### src/rtl/mem_access.sv
// mem_access: MEM stage issuing at most one data-memory transaction per instruction,
// extracting load data and flagging misaligned accesses.
module mem_access #(
  parameter bit STRICT_ALIGN = 1'b1
) (
  input  logic        clk,
  input  logic        rst,
  input  logic        MEM_valid,
  input  logic [4:0]  mem_control,
  input  logic [31:0] exe_result,
  input  logic [31:0] store_data,
  input  logic        ls_bytes_L,
  input  logic        ls_bytes_R,
  input  logic [3:0]  rf_wbytes,
  input  logic        flush,
  input  logic        WB_allowin,
  output logic        data_req,
  output logic        data_wr,
  output logic [3:0]  data_wstrb,
  output logic [31:0] data_addr,
  output logic [31:0] data_wdata,
  input  logic        data_addr_ok,
  input  logic        data_data_ok,
  input  logic [31:0] data_rdata,
  output logic        MEM_over,
  output logic [31:0] load_result,
  output logic [3:0]  MEM_wbytes,
  output logic        addr_err_load,
  output logic        addr_err_store
);
  typedef enum logic [1:0] {IDLE, REQ, WAIT, DONE} state_t;
  state_t state_q, state_d;
  logic ld, st, is_word, is_half, l_unsign, lr, misalign, addr_err, start, capture;
  logic cancel_q, cancel_d;
  logic [1:0] off, off_q;
  logic [31:0] addr_q, wdata_q, wdata_c, load_result_q, ext;
  logic [3:0] wstrb_q, wstrb_c, wbytes_q;
  logic wr_q, word_q, half_q, unsign_q, l_q, r_q;
  logic [2:0] cnt;
  logic [5:0] amt;
  logic [7:0] b;
  logic [15:0] h;
  assign {ld, st, is_word, is_half, l_unsign} = mem_control;
  assign off = exe_result[1:0];
  assign lr = ls_bytes_L | ls_bytes_R;
  assign misalign = STRICT_ALIGN && !lr && (is_word ? off != 2'b00 : is_half && off[0]);
  assign addr_err = (ld | st) & misalign;
  assign start = MEM_valid & (ld | st) & ~addr_err & ~flush;
  assign capture = state_q == IDLE && start;
  assign wstrb_c = !st ? 4'b0000 : is_word ? 4'b1111 : is_half ? 4'b0011 << off : 4'b0001 << off;
  assign wdata_c = is_word ? store_data : is_half ? {2{store_data[15:0]}} : {4{store_data[7:0]}};
  // LWL and LWR both shift by 8*(4-popcount), left and right respectively
  assign cnt = 3'($countones(wbytes_q));
  assign amt = {3'd4 - cnt, 3'b000};
  assign b = 8'(data_rdata >> {off_q, 3'b000});
  assign h = off_q[1] ? data_rdata[31:16] : data_rdata[15:0];
  assign ext = l_q ? data_rdata << amt : r_q ? data_rdata >> amt : word_q ? data_rdata :
               half_q ? {{16{~unsign_q & h[15]}}, h} : {{24{~unsign_q & b[7]}}, b};
  always_ff @(posedge clk) begin
    if (rst) begin
      state_q <= IDLE;
      cancel_q <= 1'b0;
      load_result_q <= '0;
    end else begin
      state_q <= state_d;
      cancel_q <= cancel_d;
      if (state_q == WAIT && data_data_ok) load_result_q <= ext;
    end
  end
  // request and extraction context is frozen at issue so it survives input changes
  always_ff @(posedge clk) begin
    if (capture)
      {addr_q, wr_q, wstrb_q, wdata_q, word_q, half_q, unsign_q, l_q, r_q, off_q, wbytes_q} <=
        {exe_result, st, wstrb_c, wdata_c, is_word, is_half, l_unsign, ls_bytes_L, ls_bytes_R, off, rf_wbytes};
  end
  always_comb begin
    state_d = state_q;
    cancel_d = cancel_q;
    case (state_q)
      IDLE: state_d = start ? (data_addr_ok ? WAIT : REQ) : IDLE;
      REQ: begin
        state_d = data_addr_ok ? WAIT : flush ? IDLE : REQ;
        cancel_d = flush & data_addr_ok;
      end
      WAIT: begin
        state_d = data_data_ok ? (cancel_q | flush ? IDLE : DONE) : WAIT;
        cancel_d = ~data_data_ok & (cancel_q | flush);
      end
      DONE: state_d = WB_allowin ? IDLE : DONE;
      default: state_d = IDLE;
    endcase
  end
  always_comb begin
    data_req = capture || state_q == REQ;
    data_addr = state_q == REQ ? addr_q : exe_result;
    data_wr = state_q == REQ ? wr_q : st;
    data_wstrb = state_q == REQ ? wstrb_q : wstrb_c;
    data_wdata = state_q == REQ ? wdata_q : wdata_c;
    MEM_over = state_q == DONE || (state_q == IDLE && MEM_valid && (!(ld || st) || addr_err));
    addr_err_load = state_q == IDLE && MEM_valid && ld && misalign;
    addr_err_store = state_q == IDLE && MEM_valid && st && misalign;
    MEM_wbytes = state_q == DONE ? (l_q | r_q ? wbytes_q : 4'hf) : (lr ? rf_wbytes : 4'hf);
    load_result = load_result_q;
  end
endmodule

### config.mk
export PLATFORM = sky130hd
export DESIGN_NAME = mem_access
export DESIGN_NICKNAME = d
export VERILOG_FILES = /design/src/rtl/mem_access.sv
export SDC_FILE = /design/constraint.sdc
export NUM_CORES = 1
export LEC_CHECK = 0
export ABC_AREA = 1
export BUFFER_PORTS_ARGS = -buffer_cell sky130_fd_sc_hd__buf_2
export CORE_UTILIZATION = 56
export DETAILED_ROUTE_END_ITERATION = 7
export PLACE_DENSITY_LB_ADDON = 0.08
export SLEW_MARGIN = 20
export SYNTH_ARGS = -nofsm -noshare
export SYNTH_HDL_FRONTEND = slang
export SYNTH_SLANG_ARGS = --single-unit
### constraint.sdc
create_clock -name clk -period 11.6 [get_ports clk]
set_clock_uncertainty 0.1 [all_clocks]
set_input_delay 2.32 -clock clk [delete_from_list [all_inputs] [get_ports clk]]
set_output_delay 2.32 -clock clk [all_outputs]
set_load 0.01 [all_outputs]
==> qor.csv <==
stage;metric;value;unit
outcome;status;finished clean;
clocking;cts_hold_buf;0;
detailed_routing;post-route-drc-count;0;
power;power_density;138;nW/um^2
final_layout;n_antenna_cell;0;
power;vdd_drop_max;0.000123;V
detailed_routing;met3WireLength;2250;um
worst_setup_path;worst_r2r_path_depth;8;
placed_design;dp.cells;1314;
clocking;post_cts_resize_count;0;
worst_setup_path;crit_arrival;4.18;ns
worst_setup_path;crit_fanout;35;
grt;grt_pass1_wl;34000;um
die;row_count;40;
timing;slew_headroom;26.1;%
final_layout;final_cell_mix;nand2_1 (363), buf_2 (222), o21ai_0 (128), a21oi_1 (78), edfxtp_1 (78);
final_layout;final_cells;1346;
timing;rsz0062_at_grt;no;
die;core_region_area;12100;sq um
timing;hold_slack;0.427;ns
detailed_routing;wl_per_cell;16.1;um
logic_synthesis;syn_inst;976;
timing;setup_violations;0;
power;leakagePower;0.00419;uW
worst_setup_path;cp-end-kind;output port;
detailed_routing;firstDrtPassIters;7;
clocking;ctsHtreeMaxLevel;4;
timing;worst_pin_slew;1.11;ns
worst_hold_path;hold_path_class;reg2reg;
clocking;cts_tree;built;
logic_synthesis;synth_edf_count;78;
worst_setup_path;cp-startpoint;mem_control[2];
logic_synthesis;synth.top_cell.area_share;33.6;%
detailed_routing;drtIter0Drc;799;
placed_design;place_area;8070;sq um
logic_synthesis;syn_area_per_cell;7.14;sq um
detailed_routing;avgViaCountPerCell;5.63;
die;fp.dieH;114;um
clocking;clock_latency;0.42;ns
detailed_routing;wl_met1;8760;um
logic_synthesis;synth_seq_cells;113;
grt;antenna_found_initial;0;
worst_setup_path;rrSetupSlack;7.91;ns
logic_synthesis;synth_top_area_cell;edfxtp_1;
logic_synthesis;yosys-top-cells-area;edfxtp_1 (34%), nand2_1 (20%), dfxtp_1 (10%);
logic_synthesis;syn_area;6970;sq um
clocking;postCtsSetupBuffers;0;
worst_setup_path;rr_endpoint;load_result[5]$_SDFFE_PP0P_;
placed_design;dp_hpwl;14400;um
detailed_routing;via_count;7577;
detailed_routing;detail-route-antenna-nets;0;
worst_setup_path;r2r-start;wbytes_q[1]$_DFFE_PP_;
worst_setup_path;crit_required;9.18;ns
placed_design;port_buffers;222;
grt;grt_use_total;34.2;%
detailed_routing;highest_layer;met4;
grt;grt.overflow.total;0;
power;sw_frac_of_total;27.8;%
timing;period_minus_slack;6.60;ns
clocking;path_clk_slew;0.05;ns
clocking;clk_path_buf_depth;2;
die;start_util;57.8;%
grt;grt_max_degree;72;
power;p_total;1200;uW
final_layout;drive_above_1_share;24.7;%
worst_setup_path;setup.worst_path.end;data_req;
timing;period_share;56.9;%
die;ioPinCount;223;
logic_synthesis;yosysWarnings;0;
clocking;cts_root_buffer;clkbuf_16;
final_layout;layout_commonest_cell;nand2_1;
detailed_routing;wirelength;21600;um
die;dieArea;12900;sq um
power;clockPowerShare;44.9;%
power;intPower;864;uW
clocking;cts_sinks;113;
final_layout;syn_to_final_growth;24.4;%
placed_design;place_congestion;0.942;
grt;grt_pass1_vias;6792;
final_layout;final_area;8670;sq um
timing;timing_hold_violations_final;0;
power;combPwrFrac;17.1;%
logic_synthesis;synth_nets;1098;
timing;slew_viol_final;0;
worst_setup_path;critical_path_class;in2out;
clocking;numCtsBuffers;17;
logic_synthesis;ys.flop_type;edfxtp_1;
logic_synthesis;async_reset_ff_share;0;%
logic_synthesis;yosysUniqueCellTypes;35;
power;p_switching;332;uW
detailed_routing;met2_wirelength;9940;um
run;cap_violations;0;
logic_synthesis;seq_area_frac_synth;43.7;%
final_layout;fin_nets;1287;
worst_setup_path;cp-start-kind;input pin;
die;die_w;114;um
timing;clock.fmax;152;MHz
power;seq_power_share;38.0;%
timing;fin_setup_tns;0;ns
## per-stage QoR
| step | utilization [%] | setup WS, ns |
|---|---|---|
| after floorplan | - | 4.73 |
| after global placement | 66.9 | 5.13 |
| after detailed placement | 66.9 | 5.08 |
| after CTS | 71.9 | 5.06 |
| after global routing | 71.9 | 4.80 |
| final | 71.9 | 5.00 |
## critical path: stages
cell and delay (ns):
buf_2 0.47, inv_1 0.35, nand2_1 0.15, nand3_1 0.14
o21ai_0 0.20, nor2_1 0.14, inv_1 0.13, o21ai_0 0.08
buf_2 0.18
## state kept, by name, summed over array words and instances (netlist names)
signal	cells
load_result	32
wdata_q	32
addr_q	31
wbytes_q	4
wstrb_q	4
state_q	2
cancel_q	1
half_q	1
l_q	1
off_q	1
r_q	1
unsign_q	1
word_q	1
wr_q	1
## synth_stat cells (all sizes together) (13+ instances only)
master / count
a21oi: 88
a31oi: 15
buf: 34
clkbuf: 24
dfxtp: 35
edfxtp: 78
inv: 76
nand2: 369
nand3: 20
nor2: 53
nor3: 13
o21ai: 135
o22ai: 14
## area by class of cell
cell class                 count  area [sq um]
multi-input combinational    728          3370
inverter                      77           292
clock buffer                  22           464
tap                          168           210
sequential                   113          3040
clock inverter                10           136
fill                        1044          3390
timing repair buffer         228          1160
## power groups by stage
stage | clock (uW) | sequential (uW) | combinational (uW)
floorplan | 0 | 463 | 125
global placement | 0 | 462 | 196
detailed placement | 0 | 462 | 198
CTS | 540 | 454 | 200
global route | 557 | 455 | 225
finish | 537 | 455 | 204
## cells by family (layout without fill, tap and decap cells)
group           Yosys count  after routing  synth area share (%)
flops                   113            113                  43.7
simple gates            458            458                  26.4
buf+inv                 135            337                  8.14
fa+ha+maj                 8              8                  1.54
compound gates          262            262                  20.3
## worst min-delay path by stage
stage	to	slack, ns	cells after the start	from
finish	cancel_q$_SDFFE_PP0P_	0.43	2	cancel_q$_SDFFE_PP0P_
global route	load_result[22]$_SDFFE_PP0P_	0.47	2	load_result[22]$_SDFFE_PP0P_
CTS	cancel_q$_SDFFE_PP0P_	0.43	2	cancel_q$_SDFFE_PP0P_
detailed placement	cancel_q$_SDFFE_PP0P_	0.42	2	cancel_q$_SDFFE_PP0P_
global placement	cancel_q$_SDFFE_PP0P_	0.41	2	cancel_q$_SDFFE_PP0P_
floorplan	cancel_q$_SDFFE_PP0P_	0.40	2	cancel_q$_SDFFE_PP0P_
## metal layers
| metal | GRT usage (%) | up-vias |
|---|---|---|
| li1 | - | 3631 |
| met1 | 44.7 | 3417 |
| met2 | 54.7 | 462 |
| met3 | 8.50 | 67 |
| met4 | 13.7 | 0 |
| met5 | 0 | - |
Note: power is estimated with default switching activity, not from simulation.
